--- src/rtl/smol_boi_pkg.sv ---
// rtl/smol_boi_pkg.sv - shared types and constants for the smol_boi SPI register file
package smol_boi_pkg;

    typedef enum logic [1:0] {
        ADDR  = 2'd0,
        WRITE = 2'd1,
        READ  = 2'd2
    } state_t;

    localparam int DEF_ADDR_W = 7;
    localparam int DEF_DATA_W = 8;

    localparam logic RW_READ  = 1'b1;
    localparam logic RW_WRITE = 1'b0;

endpackage

--- src/rtl/smol_boi_sync.sv ---
// rtl/smol_boi_sync.sv - multi-stage input synchronizer with registered edge pulses
module smol_boi_sync #(
    parameter int   STAGES    = 2,
    parameter logic RESET_VAL = 1'b0
) (
    input  logic i_clk,
    input  logic i_rst,
    input  logic i_d,
    output logic o_q,
    output logic o_rise,
    output logic o_fall
);

    logic [STAGES-1:0] r_sync;
    logic              r_prev;
    logic              r_rise;
    logic              r_fall;
    logic              w_q;

    assign w_q = r_sync[STAGES-1];

    always_ff @(posedge i_clk or posedge i_rst) begin
        if (i_rst) begin
            r_sync <= {STAGES{RESET_VAL}};
            r_prev <= RESET_VAL;
            r_rise <= 1'b0;
            r_fall <= 1'b0;
        end else begin
            r_sync <= (r_sync << 1) | STAGES'(i_d);
            r_prev <= w_q;
            r_rise <= w_q & ~r_prev;
            r_fall <= ~w_q & r_prev;
        end
    end

    assign o_q    = w_q;
    assign o_rise = r_rise;
    assign o_fall = r_fall;

endmodule

--- src/rtl/smol_boi.sv ---
// rtl/smol_boi.sv - SPI mode-0 slave register file; optional MISO tristate via SMOL_BOI_MISO_TRISTATE_EN
module smol_boi
    import smol_boi_pkg::*;
#(
    parameter int ADDR_W      = DEF_ADDR_W,
    parameter int DATA_W      = DEF_DATA_W,
    parameter int SYNC_STAGES = 2
) (
    input  logic CLK,
    input  logic RST,
    input  logic SCLK,
    input  logic CS,
    input  logic MOSI,
    output logic MISO
);

    localparam int CMD_W = ADDR_W + 1;
    localparam int DEPTH = 1 << ADDR_W;
    localparam int MAX_W = (CMD_W > DATA_W) ? CMD_W : DATA_W;
    localparam int CNT_W = $clog2(MAX_W);

    logic w_sclk_q, w_sclk_rise, w_sclk_fall;
    logic w_cs_n, w_cs_rise, w_cs_fall;
    logic w_mosi, w_mosi_rise, w_mosi_fall;
    logic w_unused;

    smol_boi_sync #(.STAGES(SYNC_STAGES), .RESET_VAL(1'b0)) u_sync_sclk (
        .i_clk (CLK),
        .i_rst (RST),
        .i_d   (SCLK),
        .o_q   (w_sclk_q),
        .o_rise(w_sclk_rise),
        .o_fall(w_sclk_fall)
    );

    // Chip select idles deselected so reset never looks like a selection.
    smol_boi_sync #(.STAGES(SYNC_STAGES), .RESET_VAL(1'b1)) u_sync_cs (
        .i_clk (CLK),
        .i_rst (RST),
        .i_d   (CS),
        .o_q   (w_cs_n),
        .o_rise(w_cs_rise),
        .o_fall(w_cs_fall)
    );

    smol_boi_sync #(.STAGES(SYNC_STAGES), .RESET_VAL(1'b0)) u_sync_mosi (
        .i_clk (CLK),
        .i_rst (RST),
        .i_d   (MOSI),
        .o_q   (w_mosi),
        .o_rise(w_mosi_rise),
        .o_fall(w_mosi_fall)
    );

    assign w_unused = &{1'b0, w_sclk_q, w_sclk_fall, w_cs_rise, w_cs_fall,
                        w_mosi_rise, w_mosi_fall};

    state_t              r_state;
    state_t              w_next;
    logic [CNT_W-1:0]    r_cnt;
    logic [CMD_W-2:0]    r_cmd;
    logic [ADDR_W-1:0]   r_addr;
    logic [DATA_W-1:0]   r_shift;
    logic [DATA_W-1:0]   r_mem [DEPTH];

    logic                w_last;
    logic                w_cmd_rw;
    logic [ADDR_W-1:0]   w_cmd_addr;
    logic [DATA_W-1:0]   w_shift_in;

    // r_cmd holds the first CMD_W-1 bits; the final address bit is still on w_mosi.
    assign w_cmd_rw   = r_cmd[CMD_W-2];
    assign w_cmd_addr = {r_cmd[CMD_W-3:0], w_mosi};
    assign w_shift_in = {r_shift[DATA_W-2:0], w_mosi};
    assign w_last     = (r_state == ADDR) ? (r_cnt == CNT_W'(CMD_W - 1))
                                          : (r_cnt == CNT_W'(DATA_W - 1));

    always_ff @(posedge CLK or posedge RST) begin
        if (RST) begin
            r_state <= ADDR;
        end else begin
            r_state <= w_next;
        end
    end

    always_comb begin
        w_next = r_state;
        if (w_cs_n) begin
            w_next = ADDR;
        end else if (w_sclk_rise && w_last) begin
            case (r_state)
                ADDR:    w_next = (w_cmd_rw == RW_WRITE) ? WRITE : READ;
                default: w_next = ADDR;
            endcase
        end
    end

    always_comb begin
`ifdef SMOL_BOI_MISO_TRISTATE_EN
        MISO = 1'bz;
`else
        MISO = 1'b0;
`endif
        if (r_state == READ && !w_cs_n) begin
            MISO = r_shift[DATA_W-1];
        end
    end

    always_ff @(posedge CLK or posedge RST) begin
        if (RST) begin
            r_cnt   <= '0;
            r_cmd   <= '0;
            r_addr  <= '0;
            r_shift <= '0;
            for (int i = 0; i < DEPTH; i++) begin
                r_mem[i] <= '0;
            end
        end else if (w_cs_n) begin
            r_cnt <= '0;
        end else if (w_sclk_rise) begin
            r_cnt <= w_last ? '0 : r_cnt + 1'b1;
            case (r_state)
                ADDR: begin
                    r_cmd <= {r_cmd[CMD_W-3:0], w_mosi};
                    if (w_last) begin
                        r_addr <= w_cmd_addr;
                        if (w_cmd_rw == RW_READ) begin
                            r_shift <= r_mem[w_cmd_addr];
                        end
                    end
                end
                // Memory only changes once all data bits have arrived.
                WRITE: begin
                    r_shift <= w_shift_in;
                    if (w_last) begin
                        r_mem[r_addr] <= w_shift_in;
                    end
                end
                default: begin
                    r_shift <= r_shift << 1;
                end
            endcase
        end
    end

endmodule

--- config.mk ---
export PLATFORM = sky130hd
export DESIGN_NAME = smol_boi
export DESIGN_NICKNAME = d
export VERILOG_FILES = /design/src/rtl/smol_boi_pkg.sv /design/src/rtl/smol_boi_sync.sv /design/src/rtl/smol_boi.sv
export SDC_FILE = /design/constraint.sdc
export NUM_CORES = 2
export LEC_CHECK = 0
export BUFFER_PORTS_ARGS = -buffer_cell sky130_fd_sc_hd__buf_2
export CORE_ASPECT_RATIO = 1.1
export CORE_UTILIZATION = 60
export DETAILED_ROUTE_END_ITERATION = 8
export PLACE_DENSITY = 0.76
export REMOVE_ABC_BUFFERS = 1
export SYNTH_ARGS = -nofsm -noshare
export SYNTH_HDL_FRONTEND = slang
export SYNTH_SLANG_ARGS = --single-unit
--- constraint.sdc ---
create_clock -name CLK -period 39.2 [get_ports CLK]
set_input_delay 1.96 -clock CLK [delete_from_list [all_inputs] [get_ports CLK]]
set_output_delay 1.96 -clock CLK [all_outputs]
set_load 0.02 [all_outputs]
* Yosys cells after proc, flatten, opt, wreduce, memory -nomap -nowiden
Index checks and enable logic that the tools add are counted.
Word-level totals: register bits after elaboration 1059, input port bits 5, output and inout port bits 1
Operators by class: add/subtract/negate cells 1, magnitude comparators 3, eq/ne operators 5, mux-type cells 17, bitwise logic cells 8, reductions and logical operators 11
Operators by type and width (count):
- $bwmux W1024 | 1
- $bmux W8 S7 | 1
- $demux W8 S7 | 1
- $mux W8 | 5
- $ge A8 B8 Y1 const B | 2
- $not A7 Y8 | 2
- $pmux W8 S2 | 1
- $reduce_and A4 Y1 | 3
- $mux W3 | 3
- $lt A8 B1 Y1 const B | 1
- $mux W2 | 4
- $or A2 B1 Y2 | 3
- $ne A2 B2 Y1 const B | 2
- $reduce_bool A2 Y1 | 2
- $add A3 B1 Y3 const B | 1
- $eq A3 B3 Y1 const B | 1
- $logic_and A1 B1 Y1 | 3
- $reduce_and A3 Y1 | 1
- $eq A2 B1 Y1 const B | 1
- $eq A2 B2 Y1 const B | 1
- $logic_not A2 Y1 | 1
- $not A1 Y1 | 2
- $and A1 B1 Y1 | 1
- $logic_not A1 Y1 | 1
- $mux W1 | 1

* Logic depth before layout (Yosys ltp)
depth in word-level cells 7, depth in mapped cells 12

* Cells and area by module
Synthesis repeated with hierarchy kept, for this count alone.
Unflattened totals: cell total of the unflattened synthesis 3225, area total of the unflattened synthesis 48464.0 µm²
By module, submodules not included:
- smol_boi | times used 1, cells each 3201, area an instance 48028.6 µm², sequential area each 26300.2 µm²
- smol_boi_sync at u_sync_mosi ... | times used 2, cells each 8, area an instance 143.9 µm², sequential area each 125.1 µm²
- smol_boi_sync at u_sync_cs | times used 1, cells each 8, area an instance 147.6 µm², sequential area each 128.9 µm²

* Worst setup path before layout
OpenSTA, ideal clock, no wires.
path type register -> output, from reg u_sync_cs.r_sync[1], to out MISO, arrival 1.250 ns, required time 37.240 ns, slack 35.990 ns, cell stages (with the launch flop) 3, cell sequence dfstp_2 > clkbuf_1 > nor4bb_1
Between the ends: longest elaborated chain between the ends 3
Ends and longest elaborated chain:
- start, declared | RTL line smol_boi_sync.sv:14 | logic [STAGES-1:0] r_sync;
- start signal, assigned | RTL line smol_boi_sync.sv:24 | r_sync <= {STAGES{RESET_VAL}};
- start signal, assigned | RTL line smol_boi_sync.sv:29 | r_sync <= (r_sync << 1) | STAGES'(i_d);
- $logic_not A1 Y1 | RTL line smol_boi.sv:104 | if (r_state == READ && !w_cs_n) begin
- $logic_and A1 B1 Y1 | RTL line smol_boi.sv:104
- $mux W1 | RTL line smol_boi.sv:104
- end, declared | RTL line smol_boi.sv:14 | output logic MISO
No other way between the ends.

==> summary.txt <==
Clocking
  • H-tree depth: 3
  • CTS Buf Count: between 100 and 150
  • CTS tree: done
  • Root buf cell: clkbuf_16
  • Clock Sinks: 1059
  • Maximum clock insertion buffer count: 3
  • Number of setup buffers added after CTS: 0
  • Post-cts hold buffer count: 0
  • Post-CTS Resized: 0
  • Clock transition at the registers of the reported paths: about 0.06 ns
  • Worst-skew pair later-pin latency: between 0.6 and 0.7 ns

Die
  • Num ports: 6
  • Die W: ~270 µm
  • Height of the die: 300 µm
  • Die area: 81700 µm²
  • Starting density of the core: 61.0%
  • FP Rows: approximately 110
  • Core region area: between 70000 and 80000 µm²

Power and ir drop
  • VDD IR max: about 0.000038 V
  • Pwr Density: ~45 nW/µm²
  • P_sw: ~600 µW
  • Seq pwr share: a little under half
  • Combinational power share: a little under a tenth
  • Switching share of power: 25.3%
  • Clock Power Share: 44.1%
  • P_int: about 1800 µW
  • Static leakage: between 0.02 and 0.03 µW

Critical path
  • WP data required: 39.87 ns
  • Max FO, Critical Path: approximately 130
  • Reg2Reg Setup Slack: approximately 35 ns
  • Setup crit end kind: asynchronous set/reset pin
  • Reg2reg start: u_sync_mosi.r_sync[1]
  • WP data arrival: around 5.6 ns
  • Crit Path Class: input pin to asynchronous set/reset pin
  • Startpoint types: input pin
  • Reg2Reg Depth: 8
  • RR Endpoint: r_shift[6]

Synth
  • Ys async rst share: 100%
  • Cells after synthesis: 3315
  • Avg Cell Area, Syn: between 10 and 15 µm²
  • Seq cells post-synth: approximately 1100
  • Post-synth top flop: dfrtp_1
  • Distinct cell type count of the synthesized netlist: 57
  • Cell area after synthesis: about 48000 µm²
  • Yosys warning count: 0
  • Post-synthesis adder-cell area fraction: 0.0517%
  • Largest family of logic cells by synthesized area: multiplexers
  • Compound-cell area share of the yosys netlist: under 10%
  • Simple logic cell fraction of the synthesized area: between 3 and 4%
  • Xor and xnor area share after synthesis: 0%
  • Post-synth EDFFs: 0
  • Post-synthesis sequential area ratio: between 50 and 60%
  • Post-synthesis mux area share: between 30% and 40%

Detailed routing
  • Via Count: between 20000 and 30000
  • Detail-routed via count per cell: between 6 and 7
  • First-pass DRT Iterations: 5
  • Detailed Route Iter0 Violations: about 2500
  • M1 WL: roughly 51 mm
  • Remaining antenna violation count: 0
  • Top Metal Used: met4
  • Met3 routed WL: ~8.4 mm
  • Routed WL: ~120 mm
  • Routed length on met2: approximately 60 mm
  • Drt wl/cell: 28.4 µm
  • Drt drc: 0

STA
  • Sum of negative setup slack: 0 ns
  • Fin. max-slew vios: 0
  • Relative slew slack: between 10% and 20%
  • RSZ-0062 raised after global routing: false
  • Slew @ Worst Pin: 1.34 ns
  • Hold Vio Cnt, Final: 0
  • Minimum clock period: about 5 ns
  • Post-Route Skew: ~0.019 ns
  • Final worst path period share: 12.5%
  • Final setup viols: 0
  • Max Freq: just over 200 MHz

Global routing
  • Remaining global-route overflow: 0
  • Largest net degree at the start of global routing: 190
  • Antenna violations before repair: 0
  • Vias in the first global route: a little over 30000
  • First-pass GRT wire length: 193 mm
  • All-layer global routing usage: a little under a third

Final layout
  • Layout overhead on the synthesized area: 8.97%
  • Layout cells sized above 1: around 44%
  • Final Core Density: 66.4%
  • Most common cell after layout, fill and taps aside: dfrtp_1
  • Final nets: 3246
  • Most frequent cells in the layout: dfrtp_1, mux2_2, nand2_1, mux4_2, mux2i_1
  • Antenna cells: 0

Placement
  • GPL Wtd Cong: 0.915
  • Final HPWL from detailed placement: 77.2 mm
  • I/O Buffers: 5

Worst hold path
  • Hold Crit Class: flip-flop to flip-flop
  • Hold Path Stages: 0
  • Worst Min Path Start: u_sync_mosi.r_sync[0]
  • Hold EP: u_sync_mosi.r_sync[1]

Status
  • Status: finished clean

Flow run
  • Max-cap viol count: 0
-- cell families (layout without fill, tap and decap cells) --
| logic type | count (synthesis) | count (layout) |
|---|---|---|
| mux | 1354 | 1354 |
| flops | 1059 | 1059 |
| simple gates | 399 | 399 |
| compound gates | 258 | 258 |
| buf+inv | 243 | 259 |
| fa+ha+maj | 2 | 2 |
-- Yosys cell counts, types with 8 or more instances --
master	n	area [µm²]
buf_6	10	113
nor3_2	10	100
a21oi_1	34	170
nand2_1	229	860
mux2_2	990	11100
nand2b_1	14	87.6
clkbuf_1	141	529
nor2_1	49	184
o21ai_0	91	455
mux2i_1	170	1700
a31oi_1	8	50.1
o22ai_1	56	350
mux4_2	191	4300
buf_2	56	280
nand3_1	16	80.1
o211ai_1	8	60.1
o221ai_1	22	193
dfrtp_1	1057	26500
nand4_1	8	50.1
nor3_1	23	115
buf_4	25	188
o31ai_1	9	67.6
nor4_1	11	68.8
-- worst max-delay path by stage --
stage,startpoint,to,slack [ns]
after global routing,RST,r_mem[174],33.63
after global placement,RST,r_mem[137],33.64
final,RST,r_mem[171],34.30
after floorplan,RST,r_addr[0],7.43
after CTS,RST,r_mem[139],34.14
after detailed placement,RST,r_mem[139],33.41
-- through the flow --
step | instance area (µm²) | power [µW] | worst slack (ns) | hold WS (ns) | cells
floorplan | 47200 | 1270 | 7.43 | 0.331 | 3077
global placement | 49000 | 1340 | 33.64 | 0.333 | 4176
detailed placement | 49000 | 1350 | 33.41 | 0.335 | 4176
CTS | 52700 | 2390 | 34.14 | 0.349 | 4376
global route | 52700 | 2450 | 33.63 | 0.354 | 4376
finish | 52700 | 2380 | 34.30 | 0.349 | 4376
-- layout make-up --
class,count,area [µm²]
multi-input combinational,2013,20700
fill,5428,26600
inverter,5,28.8
sequential,1059,26500
tap,1045,1310
clock buffer,161,3160
clock inverter,39,493
timing repair buffer,54,418
-- per-layer routing --
layer | up-vias | GRT usage [%]
met2 | 1111 | 49.5
met5 | - | 0
met1 | 15600 | 43.0
li1 | 12200 | -
met3 | 293 | 5.54
met4 | 0 | 13.0
-- critical path: stages --
cell and delay, ns:
buf_2 0.13, inv_8 0.62, buf_4 0.88, buf_4 0.90, buf_4 0.86
-- power by group through the flow --
| stage | registers (µW) | logic, µW | clock network (µW) |
|---|---|---|---|
| finish | 1110 | 218 | 1050 |
| global route | 1110 | 226 | 1110 |
| CTS | 1110 | 215 | 1060 |
| detailed placement | 1130 | 214 | 0 |
| global placement | 1130 | 211 | 0 |
| floorplan | 1150 | 117 | 0 |
-- sequential cells by signal (all words and copies together), names as in the netlist --
| name | flops |
|---|---|
| u_sync_cs.r_sync | 2 |
| u_sync_sclk.r_prev | 1 |
| r_shift | 8 |
| r_mem | 1024 |
| r_addr | 7 |
| r_cmd | 7 |
| u_sync_mosi.r_sync | 2 |
| r_state | 2 |
| r_cnt | 3 |
| u_sync_sclk.r_sync | 2 |
| u_sync_sclk.o_rise | 1 |
Note: power is estimated with default switching activity, not from simulation.
